$ cat config.mk
export PLATFORM = sky130hd
export DESIGN_NAME = xilinx_bram_port_arbiter
export DESIGN_NICKNAME = d
export VERILOG_FILES = /design/src/rtl/xilinx_bram_port_arbiter.sv
export SDC_FILE = /design/constraint.sdc
export NUM_CORES = 1
export LEC_CHECK = 0
export CAP_MARGIN = 20
export CORE_ASPECT_RATIO = 1.1
export CORE_MARGIN = 2
export CORE_UTILIZATION = 32
export DETAILED_ROUTE_END_ITERATION = 10
export PLACE_DENSITY = 0.77
export SKIP_CTS_REPAIR_TIMING = 1
export SLEW_MARGIN = 20
export SYNTH_ARGS = -nofsm -noshare
export SYNTH_HDL_FRONTEND = slang
export SYNTH_SLANG_ARGS = --single-unit
export TNS_END_PERCENT = 100
$ cat constraint.sdc
create_clock -name clk -period 2.2 [get_ports clk]
set_clock_uncertainty 0.2 [all_clocks]
set_input_delay 0.44 -clock clk [delete_from_list [all_inputs] [get_ports clk]]
set_output_delay 0.44 -clock clk [all_outputs]
set_load 0.02 [all_outputs]
$ cat src/rtl/xilinx_bram_port_arbiter.sv
// Round-robin arbiter sharing one port of a xilinx_tdp_bram between NUM_REQ requesters,
// with an optional post-reset zero-fill of the whole RAM and one-hot tagged read returns.
module xilinx_bram_port_arbiter #(
  parameter int unsigned NUM_REQ        = 4,
  parameter int unsigned ADDR_WIDTH     = 10,
  parameter int unsigned DATA_WIDTH     = 18,
  parameter int unsigned WE_WIDTH       = 2,
  parameter int unsigned READ_LATENCY   = 1,
  parameter int unsigned CLEAR_ON_RESET = 1
) (
  input  logic                             clk,
  input  logic                             rst,
  input  logic [NUM_REQ-1:0]               req_valid,
  output logic [NUM_REQ-1:0]               req_ready,
  input  logic [NUM_REQ-1:0]               req_write,
  input  logic [NUM_REQ*ADDR_WIDTH-1:0]    req_addr,
  input  logic [NUM_REQ*DATA_WIDTH-1:0]    req_wdata,
  input  logic [NUM_REQ*WE_WIDTH-1:0]      req_be,
  output logic [NUM_REQ-1:0]               rsp_valid,
  output logic [DATA_WIDTH-1:0]            rsp_rdata,
  output logic                             init_done,
  output logic                             bram_en,
  output logic [WE_WIDTH-1:0]              bram_we,
  output logic [ADDR_WIDTH-1:0]            bram_addr,
  output logic [DATA_WIDTH-1:0]            bram_di,
  output logic                             bram_regce,
  input  logic [DATA_WIDTH-1:0]            bram_do
);

  localparam int unsigned PTR_W = (NUM_REQ > 1) ? $clog2(NUM_REQ) : 1;

  typedef enum logic [0:0] {ST_CLEAR, ST_ARB} state_t;
  localparam state_t RST_STATE = (CLEAR_ON_RESET != 0) ? ST_CLEAR : ST_ARB;

  state_t                  state, state_d;
  logic [ADDR_WIDTH-1:0]   cnt, cnt_d;
  logic [PTR_W-1:0]        ptr, ptr_d, gnt_idx;
  logic                    found, hs;
  logic [NUM_REQ-1:0]      grant, tag_d;

  logic                    sel_write;
  logic [ADDR_WIDTH-1:0]   sel_addr;
  logic [DATA_WIDTH-1:0]   sel_wdata;
  logic [WE_WIDTH-1:0]     sel_be;

  logic                    en_d;
  logic [WE_WIDTH-1:0]     we_d;
  logic [ADDR_WIDTH-1:0]   addr_d;
  logic [DATA_WIDTH-1:0]   di_d;

  logic [NUM_REQ-1:0]      tag_q [READ_LATENCY+1];

  // First valid requester at or above the pointer, wrapping; gated until traffic is allowed
  always_comb begin : arb_c
    int unsigned idx;
    grant   = '0;
    gnt_idx = '0;
    found   = 1'b0;
    for (int unsigned off = 0; off < NUM_REQ; off++) begin
      idx = 32'(ptr) + off;
      if (idx >= NUM_REQ) idx = idx - NUM_REQ;
      if (!found && req_valid[PTR_W'(idx)]) begin
        found   = 1'b1;
        gnt_idx = PTR_W'(idx);
      end
    end
    hs = found && init_done;
    if (hs) grant[gnt_idx] = 1'b1;
  end

  assign req_ready = grant;

  assign sel_write = req_write[gnt_idx];
  assign sel_addr  = req_addr[32'(gnt_idx)*ADDR_WIDTH +: ADDR_WIDTH];
  assign sel_wdata = req_wdata[32'(gnt_idx)*DATA_WIDTH +: DATA_WIDTH];
  assign sel_be    = req_be[32'(gnt_idx)*WE_WIDTH +: WE_WIDTH];

  always_ff @(posedge clk or posedge rst) begin
    if (rst) state <= RST_STATE;
    else     state <= state_d;
  end

  // Next state plus the values the registered command stage takes next cycle
  always_comb begin
    state_d = state;
    cnt_d   = cnt;
    ptr_d   = ptr;
    en_d    = 1'b0;
    we_d    = '0;
    addr_d  = '0;
    di_d    = '0;
    tag_d   = '0;
    case (state)
      ST_CLEAR: begin
        en_d   = 1'b1;
        we_d   = '1;
        addr_d = cnt;
        cnt_d  = cnt + ADDR_WIDTH'(1);
        if (cnt == '1) state_d = ST_ARB;
      end
      ST_ARB: begin
        if (hs) begin
          en_d   = 1'b1;
          addr_d = sel_addr;
          di_d   = sel_wdata;
          if (sel_write) we_d  = sel_be;
          else           tag_d = grant;
          if (gnt_idx == PTR_W'(NUM_REQ - 1)) ptr_d = '0;
          else                                ptr_d = gnt_idx + PTR_W'(1);
        end
      end
    endcase
  end

  always_ff @(posedge clk or posedge rst) begin
    if (rst) begin
      cnt        <= '0;
      ptr        <= '0;
      init_done  <= 1'b0;
      bram_en    <= 1'b0;
      bram_we    <= '0;
      bram_addr  <= '0;
      bram_di    <= '0;
      bram_regce <= 1'b0;
    end else begin
      cnt        <= cnt_d;
      ptr        <= ptr_d;
      init_done  <= (state == ST_ARB);
      bram_en    <= en_d;
      bram_we    <= we_d;
      bram_addr  <= addr_d;
      bram_di    <= di_d;
      bram_regce <= (state == ST_ARB) && (READ_LATENCY == 2);
    end
  end

  // Read tags ride alongside the BRAM pipeline; reset drops any in-flight reads
  always_ff @(posedge clk or posedge rst) begin
    if (rst) begin
      for (int unsigned k = 0; k <= READ_LATENCY; k++) tag_q[k] <= '0;
    end else begin
      tag_q[0] <= tag_d;
      for (int unsigned k = 1; k <= READ_LATENCY; k++) tag_q[k] <= tag_q[k-1];
    end
  end

  assign rsp_valid = tag_q[READ_LATENCY];
  assign rsp_rdata = bram_do;

endmodule

==> results_dict.tcl, run 1 <==
set metrics [dict create \
    finalCritPeriodShare_pct 112 \
    grt_antenna_before_repair 0 \
    ys_seq_area_share_pct 44.4 \
    min_period_ps 2470 \
    port_buffers 169 \
    clockRootBuffer "clkbuf_8" \
    layout.nets 543 \
    syn_area_um2 2990 \
    rsz0062_at_grt "yes" \
    yosysUniqueCellTypes 40 \
    violations "negative setup slack" \
    timing.final.ws_setup_ps -265 \
    cts_sinks 53 \
    ir_drop_v 0.000253 \
    place_hpwl_um 6850 \
    wl_um 8620 \
    synth-seq-cells 53 \
    worstSetupStartpointType "flop" \
    grt_overflow_total 0 \
    fmax_mhz 406 \
    grt_util_all_layers_pct 16.5 \
    gp_congestion 0.809 \
    avgSynthCellArea_um2 13.3 \
    initial_core_util_pct 33.3 \
    drtPass1Iterations 4 \
    grt_pass1_vias 2649 \
    regArea_um2 1330 \
    final_layout_size_suffix_gt1_share_pct 21.9 \
    outcome "complete, but fails checks" \
    layout_common_cells "clkdlybuf4s50_1, dfrtp_1, mux4_2, buf_4, and2_1" \
    cts_max_level 2 \
    fillers 735 \
    synth_warnings 0 \
    io_pins 207 \
    worstSetupEndpointType "flop" \
    p_leak_nw 2.06 \
    setup_viol 34 \
    dpl_worst_slack_ps -923 \
    clock_latency_ps 300 \
    drt_iter0_drc 107 \
    fp.dieW_um 96.1 \
    die_h_um 105 \
    netlist_instances 224 \
    cap_viol_max_count 0 \
    place_area_um2 4780 \
    via_per_inst 4.85 \
    diodes 0 \
    clkTransAtPathRegs_ps 90 \
    stdcell_area_um2 4980 \
    cts_tree "built" \
    final_antenna_net_count 0 \
    core-area_um2 8960 \
    clk_path_buf_depth 2 \
    dieArea_um2 10100 \
    worstPathRequired_ps 2180 \
    hold_viol 0 \
    cts_buffers 5 \
    drcViolationCount 0 \
    syn_nets 376 \
    grt_pass1_wl_um 12800 \
    critPathArrivalTime_ps 2450 \
    final_common_cell "clkdlybuf4s50_1" \
    wl_per_cell_um 17.0 \
    crit_type "reg2reg" \
    drv_slew 0 \
    tns_ps -6890 \
    row_count 36 \
    multi_input_area_um2 1470 \
    hp-class "reg2reg" \
    power.density_nw_per_um2 397 \
    num_vias 2452 \
    path_max_fanout 12 \
    area_growth_pct 66.9 \
    grt_max_degree 54 \
]
final cells by class:
class / count / area share, %
Tap cell: 114 / 2.86
Sequential cell: 53 / 26.6
Inverter: 8 / 0.703
Timing Repair Buffer: 193 / 38.7
Clock buffer: 5 / 1.38
Clock inverter: 3 / 0.352
Multi-Input combinational cell: 130 / 29.4
cell families (layout without fill, tap and decap cells):
family	count (synthesis)	in the layout	synth area share [%]
compound gates	28	28	7.92
xor+xnor	9	9	2.64
fa+ha+maj	4	4	1.68
buf+inv	41	209	9.30
flops	53	53	44.4
mux	32	32	23.8
other cells	1	1	0.126
simple gates	56	56	10.1
report_power, final:
| group | internal [W] | leakage [nW] | switching [W] | total (W) |
|---|---|---|---|---|
| Sequential | 0.000973 | 0.701 | 0 | 0.000973 |
| Combinational | 0.000332 | 1.32 | 0.000144 | 0.000476 |
| Clock | 0.000220 | 0.0439 | 0.000311 | 0.000531 |
final timing paths:
| check | start | end | slack [ps] | cells past startpoint |
|---|---|---|---|---|
| max in group asynchronous | rst | tag_q[5] | 1240 | 3 |
| setup reg to reg | ptr[1] | bram_we[0] | -270 | 7 |
| hold / removal | tag_q[6] | rsp_valid[2] | 150 | 0 |
| min in group asynchronous | rst | bram_di[9] | 300 | 3 |
| hold reg to reg | tag_q[6] | rsp_valid[2] | 150 | 0 |
| setup / recovery | ptr[1] | bram_we[0] | -270 | 7 |
metrics by stage:
step / hold slack [ps] / total power [W] / cells / util, %
6_report: 155 / 0.00198 / 506 / 55.6
5_1_grt: 174 / 0.00208 / 506 / 55.6
3_5_place_dp: 135 / 0.00145 / 496 / 53.4
2_1_floorplan: 131 / 0.00123 / 224 / -
3_3_place_gp: 132 / 0.00144 / 496 / 53.4
4_1_cts: 156 / 0.00200 / 504 / 54.3
cells in the mapped netlist:
cell type,n,area share [%]
a211oi_1,3,0.75
a21o_1,1,0.25
a21oi_1,2,0.34
a22o_1,9,2.6
a41o_1,2,0.67
and2_1,18,3.8
and2_4,1,0.29
buf_12,1,0.67
buf_2,3,0.50
buf_4,23,5.8
buf_6,2,0.75
clkbuf_1,4,0.50
conb_1,1,0.13
dfrtp_1,53,44
ha_1,4,1.7
inv_1,7,0.88
inv_4,1,0.21
mux2_2,1,0.38
mux2i_1,1,0.34
mux4_1,4,3.5
mux4_2,26,20
nand2_1,10,1.3
nand2b_1,3,0.63
nand3_1,10,1.7
nor2_1,8,1.0
nor2_2,1,0.21
nor2_4,1,0.38
nor2b_1,2,0.42
nor3_1,1,0.17
o211a_1,1,0.34
o211ai_1,1,0.25
o21ai_0,4,0.67
o21ba_2,1,0.34
o21bai_1,1,0.25
o2bb2ai_2,1,0.50
o41a_1,1,0.38
o41ai_2,1,0.54
or4_1,1,0.25
xnor2_1,6,1.8
xor2_1,3,0.88
worst max-delay path, stage by stage (launching register included):
cell and delay (ps):
dfrtp_1 440, nand2b_1 190, a21oi_1 270, nor2_4 100, inv_4 120, buf_6 200
mux4_1 580, a41o_1 260
layer usage:
layer  vias up  share of wire [%]  track usage [%]
li1       1132                  -                -
met1      1201                 35             17.8
met2        99                 55             31.1
met3        20                8.4             3.86
met4         0                1.7             4.69
met5         -                  0                0
registers in the layout (all words and copies together) (netlist names):
name	count
bram_addr	10
bram_di	18
bram_en	1
bram_we	2
cnt	10
init_done	1
ptr	2
rsp_valid	4
state	1
tag_q	4
Note: power is estimated with default switching activity, not from simulation.
==> run 2: changes to the inputs <==
--- a/config.mk
+++ b/config.mk
@@ -10,6 +10,7 @@
 export CORE_MARGIN = 2
 export CORE_UTILIZATION = 32
 export DETAILED_ROUTE_END_ITERATION = 10
+export MAX_ROUTING_LAYER = met4
 export PLACE_DENSITY = 0.77
 export SKIP_CTS_REPAIR_TIMING = 1
 export SLEW_MARGIN = 20
==> run 2 against run 1 <==
  * The run still ends with negative setup slack left
  * Count of clock-buffer cells in the layout unchanged
  * Core utilization did not move
  * Worst hold slack barely moved
  * Setup slack worse by 14 ps
  * Clock power about the same
  * Final area did not move
  * Critical endpoint is now bram_we[1]
  * Via count up 0.37%
  * Die area stayed put
==> results_dict.tcl, run 2 (synthesis gave the netlist of run 1 again) <==
set metrics [dict create \
    worstSetupStartpointType "flop" \
    layout.nets 543 \
    dpl_worst_slack_ps -923 \
    drt_iter0_drc 117 \
    fp.dieW_um 96.1 \
    critPathArrivalTime_ps 2460 \
    grt_overflow_total 0 \
    min_period_ps 2480 \
    multi_input_area_um2 1470 \
    crit_type "reg2reg" \
    cts_sinks 53 \
    path_cells "nand2b_1 > a21oi_1 > nor2_4 > inv_4 > buf_6 > mux4_1 > a41o_1" \
    wl_per_cell_um 17.1 \
    regArea_um2 1330 \
    timing.final.ws_setup_ps -279 \
    violations "negative setup slack" \
    port_buffers 169 \
    place_hpwl_um 6850 \
    top_register "bram_di" \
    switching_share_pct 23.0 \
    clock_power_share_pct 26.9 \
    grt_pass1_vias 2647 \
    gp_congestion 0.821 \
    layout_common_cells "clkdlybuf4s50_1, dfrtp_1, mux4_2, buf_4, and2_1" \
    outcome "complete, but fails checks" \
    initial_core_util_pct 33.3 \
    cts_buffers 5 \
    grt_max_degree 54 \
    fmax_mhz 403 \
    io_pins 207 \
    cpPeakStageDelay_ps 590 \
    cap_viol_max_count 0 \
    diodes 0 \
    row_count 36 \
    wl_um 8670 \
    fillers 735 \
    path_max_fanout 12 \
    final_common_cell "clkdlybuf4s50_1" \
    drcViolationCount 0 \
    slowest_stage "mux4_1" \
    p_seq_share_pct 49.1 \
    clkTransAtPathRegs_ps 90 \
    p_int_w 0.00153 \
    num_vias 2461 \
    p_switching_w 0.000456 \
    grt_antenna_before_repair 0 \
    reg_top3 "bram_di: 18 flops, bram_addr: 10 flops, cnt: 10 flops" \
    power.density_nw_per_um2 398 \
    grt_util_all_layers_pct 16.9 \
    die_h_um 105 \
    critPathBufInv 2 \
    clock_latency_ps 300 \
    ir_drop_v 0.000253 \
    pwr-share-comb_pct 24.0 \
    crit_family "multiplexers" \
    setup_viol 34 \
    cts_tree "built" \
    drv_slew 0 \
    largest_reg_flops 18 \
    power_w 0.00198 \
    hp-class "reg2reg" \
    final_antenna_net_count 0 \
    grt_pass1_wl_um 12800 \
    clockRootBuffer "clkbuf_8" \
    rsz0062_at_grt "yes" \
    dieArea_um2 10100 \
    hold_viol 0 \
    worstSetupEndpointType "flop" \
    cts_max_level 2 \
    final_layout_size_suffix_gt1_share_pct 21.9 \
    p_leak_nw 2.06 \
    r2r_slack_ps -280 \
    worstPathRequired_ps 2180 \
    drtPass1Iterations 4 \
    finalCritPeriodShare_pct 113 \
    clk_path_buf_depth 2 \
    via_per_inst 4.86 \
    area_growth_pct 66.9 \
    core-area_um2 8960 \
]
==> run 2: cell counts in the layout (fill, tap and decap cells not counted) <==
Identical to the previous run, type by type.
==> run 2: worst paths after layout <==
| kind | start | endpoint | cells after the start |
|---|---|---|---|
| setup / recovery | ptr[1] | bram_we[1] | 7 |
| hold / removal | tag_q[6] | rsp_valid[2] | 0 |
| setup reg to reg | ptr[1] | bram_we[1] | 7 |
| hold reg to reg | tag_q[6] | rsp_valid[2] | 0 |
| max in group asynchronous | rst | tag_q[5] | 3 |
| min in group asynchronous | rst | bram_di[9] | 3 |
==> run 2: worst reg2reg max path: stages (launching register included) <==
cell	delay [ps]
dfrtp_1	440
nand2b_1	190
a21oi_1	270
nor2_4	100
inv_4	120
buf_6	200
mux4_1	590
a41o_1	260
==> run 2: metal layers <==
metal	GRT usage [%]	up-vias	wire length, um
li1	-	1133	-
met1	18.0	1203	3080
met3	3.50	20	723
met4	4.69	0	147
met2	31.1	105	4720
met5	-	-	0
==> run 2: cell type report <==
class	count	share of cell area (%)
Clock buffer	5	1.38
Timing Repair Buffer	193	38.7
Sequential cell	53	26.6
Clock inverter	3	0.352
Tap cell	114	2.86
Multi-Input combinational cell	130	29.4
Inverter	8	0.703
==> run 2: power by group through the flow <==
stage | registers, W | logic (W) | clock network, W
CTS | 0.000973 | 0.000463 | 0.000561
global route | 0.000974 | 0.000509 | 0.000598
global placement | 0.000993 | 0.000451 | 0
floorplan | 0.000993 | 0.000234 | 0
detailed placement | 0.000993 | 0.000461 | 0
finish | 0.000973 | 0.000476 | 0.000533
==> run 2: per-stage QoR <==
| step | utilization [%] | std cells | hold WS, ps | instance area, um2 | TNS (ps) |
|---|---|---|---|---|---|
| global route | 55.6 | 506 | 174 | 4980 | -11330 |
| CTS | 54.3 | 504 | 156 | 4870 | -17080 |
| detailed placement | 53.4 | 496 | 135 | 4780 | -28290 |
| floorplan | - | 224 | 131 | 3020 | 0 |
| global placement | 53.4 | 496 | 132 | 4780 | -26620 |
| finish | 55.6 | 506 | 155 | 4980 | -7250 |
==> run 3: changes to the inputs <==
--- a/config.mk
+++ b/config.mk
@@ -13,7 +13,7 @@
 export MAX_ROUTING_LAYER = met4
 export PLACE_DENSITY = 0.77
 export SKIP_CTS_REPAIR_TIMING = 1
-export SLEW_MARGIN = 20
+export SLEW_MARGIN = 30
 export SYNTH_ARGS = -nofsm -noshare
 export SYNTH_HDL_FRONTEND = slang
 export SYNTH_SLANG_ARGS = --single-unit
==> run 3 against run 2 <==
  * The run still ends with negative setup slack left
  * Wire length decreased by 0.29%
  * Combinational power increased by 1%
  * Register-to-register slack improved by 110 ps
  * Sequential share of layout area decreased by 0.29 points
  * Clock power increased by 46%
  * Critical path depth increased by 2
  * Sequential cell count unchanged
  * Core utilization increased by 0.66 points
  * Setup slack improved by 51 ps
  * Critical endpoint is now req_ready[2]
  * Largest cell class unchanged
==> results_dict.tcl, run 3 (synthesis gave the netlist of run 1 again) <==
set metrics [dict create \
    outcome "complete, but fails checks" \
    violations "negative setup slack" \
    port_buffers 169 \
    worst_pin_slew_ps 585 \
    row_count 36 \
    via_per_inst 4.88 \
    initial_core_util_pct 33.3 \
    power.density_nw_per_um2 443 \
    slew_headroom_pct 60.9 \
    instances_no_fill 505 \
    p_leak_nw 2.08 \
    crit_type "reg2out" \
    clock_latency_ps 300 \
    hold_viol 0 \
    clockRootBuffer "clkbuf_8" \
    final_common_cell "clkdlybuf4s50_1" \
    power_w 0.00223 \
    drtPass1Iterations 4 \
    layout.nets 542 \
    top_register "bram_di" \
    area_growth_pct 68.9 \
    cts_tree "built" \
    cts_max_level 2 \
    rr_endpoint "bram_we[1]" \
    drt_iter0_drc 115 \
    drcViolationCount 0 \
    layout_common_cells "clkdlybuf4s50_1, dfrtp_1, mux4_2, and2_1, buf_4" \
    worstRegToRegCells 7 \
    wl_um 8650 \
    ir_drop_v 0.000262 \
    fp.dieW_um 96.1 \
    drv_slew 0 \
    r2r_slack_ps -170 \
    rsz0062_at_grt "yes" \
    wl_per_cell_um 17.1 \
    rr_startpoint "ptr[1]" \
    placed_cells 496 \
    largest_reg_flops 18 \
    timing.final.ws_setup_ps -228 \
    grt_pass1_vias 2677 \
    setup_viol 34 \
    diodes 0 \
    critPathArrivalTime_ps 1790 \
    clk_path_buf_depth 2 \
    io_pins 207 \
    hp-class "reg2reg" \
    worstSetupStartpointType "flop" \
    place_hpwl_um 6840 \
    cts_buffers 5 \
    final_antenna_net_count 0 \
    num_vias 2465 \
    grt_util_all_layers_pct 17.1 \
    fmax_mhz 412 \
    hold_depth 0 \
    hold_end "rsp_valid[2]" \
    final_layout_size_suffix_gt1_share_pct 22.5 \
    min_period_ps 2430 \
    reg_top3 "bram_di: 18 flops, bram_addr: 10 flops, cnt: 10 flops" \
    grt_pass1_wl_um 12900 \
    grt_max_degree 54 \
    postLayoutCoreUtil_pct 56.2 \
    path_max_fanout 5 \
    holdWs_ps 155 \
    core-area_um2 8960 \
    cap_viol_max_count 0 \
    die_h_um 105 \
    worstSetupEndpointType "output pin" \
    gp_congestion 0.821 \
    finalCritPeriodShare_pct 110 \
    dieArea_um2 10100 \
    grt_antenna_before_repair 0 \
    clkTransAtPathRegs_ps 90 \
    grt_overflow_total 0 \
    worstPathRequired_ps 1560 \
    cts_sinks 53 \
    fillers 726 \
    worstHoldStart "tag_q[6]" \
]
run 3: cell types whose count changed in the layout (fill, tap and decap cells not counted), sizes merged:
| cell | delta |
|---|---|
| clkinv | -2 |
| clkinvlp | -1 |
| bufinv | +2 |
| buf | -1 |
| inv | +1 |
run 3: final cells by class:
type	instances	area (um2)	share of cell area, %
timing repair buffer	192	1910	37.9
multi-input combinational	130	1490	29.6
sequential	53	1330	26.3
tap	114	143	2.83
clock buffer	5	68.8	1.37
clock inverter	3	68.8	1.37
inverter	8	35.0	0.695
run 3: power by group:
part | leakage [nW] | internal (W) | switching [W]
Combinational | 1.31 | 0.000333 | 0.000147
Sequential | 0.699 | 0.000973 | 0
Clock | 0.0687 | 0.000458 | 0.000321
Total | 2.08 | 0.00176 | 0.000468
run 3: through the flow:
stage                     setup slack (ps)  area, um2  TNS [ps]
after floorplan                       4.02       3020         0
after global placement                -883       4780    -26620
after detailed placement              -923       4790    -27970
after CTS                             -932       4920    -16590
after global routing                  -306       5040     -5980
final                                 -228       5040     -2990
run 3: how the worst max path moves through the flow:
stage	startpoint	cells past startpoint	endpoint
after CTS	req_valid[0]	10	req_ready[2]
final	ptr[1]	9	req_ready[2]
after detailed placement	req_valid[0]	7	req_ready[1]
after floorplan	req_valid[0]	7	req_ready[3]
after global placement	req_valid[0]	7	req_ready[1]
after global routing	ptr[1]	9	req_ready[2]
run 3: critical path, stage by stage (launching register included):
cell	delay, ps
dfrtp_2	450
and2_4	160
buf_4	140
o2bb2ai_4	120
nor2_4	150
inv_4	90
ha_4	180
inv_4	60
nor2_4	30
buf_6	120
run 3: metal layers:
layer | vias to the layer above | GRT usage [%] | routed length [um]
li1 | 1134 | - | -
met1 | 1194 | 18.4 | 3060
met2 | 112 | 30.6 | 4680
met3 | 25 | 3.72 | 730
met4 | 0 | 5.41 | 180
met5 | - | - | 0
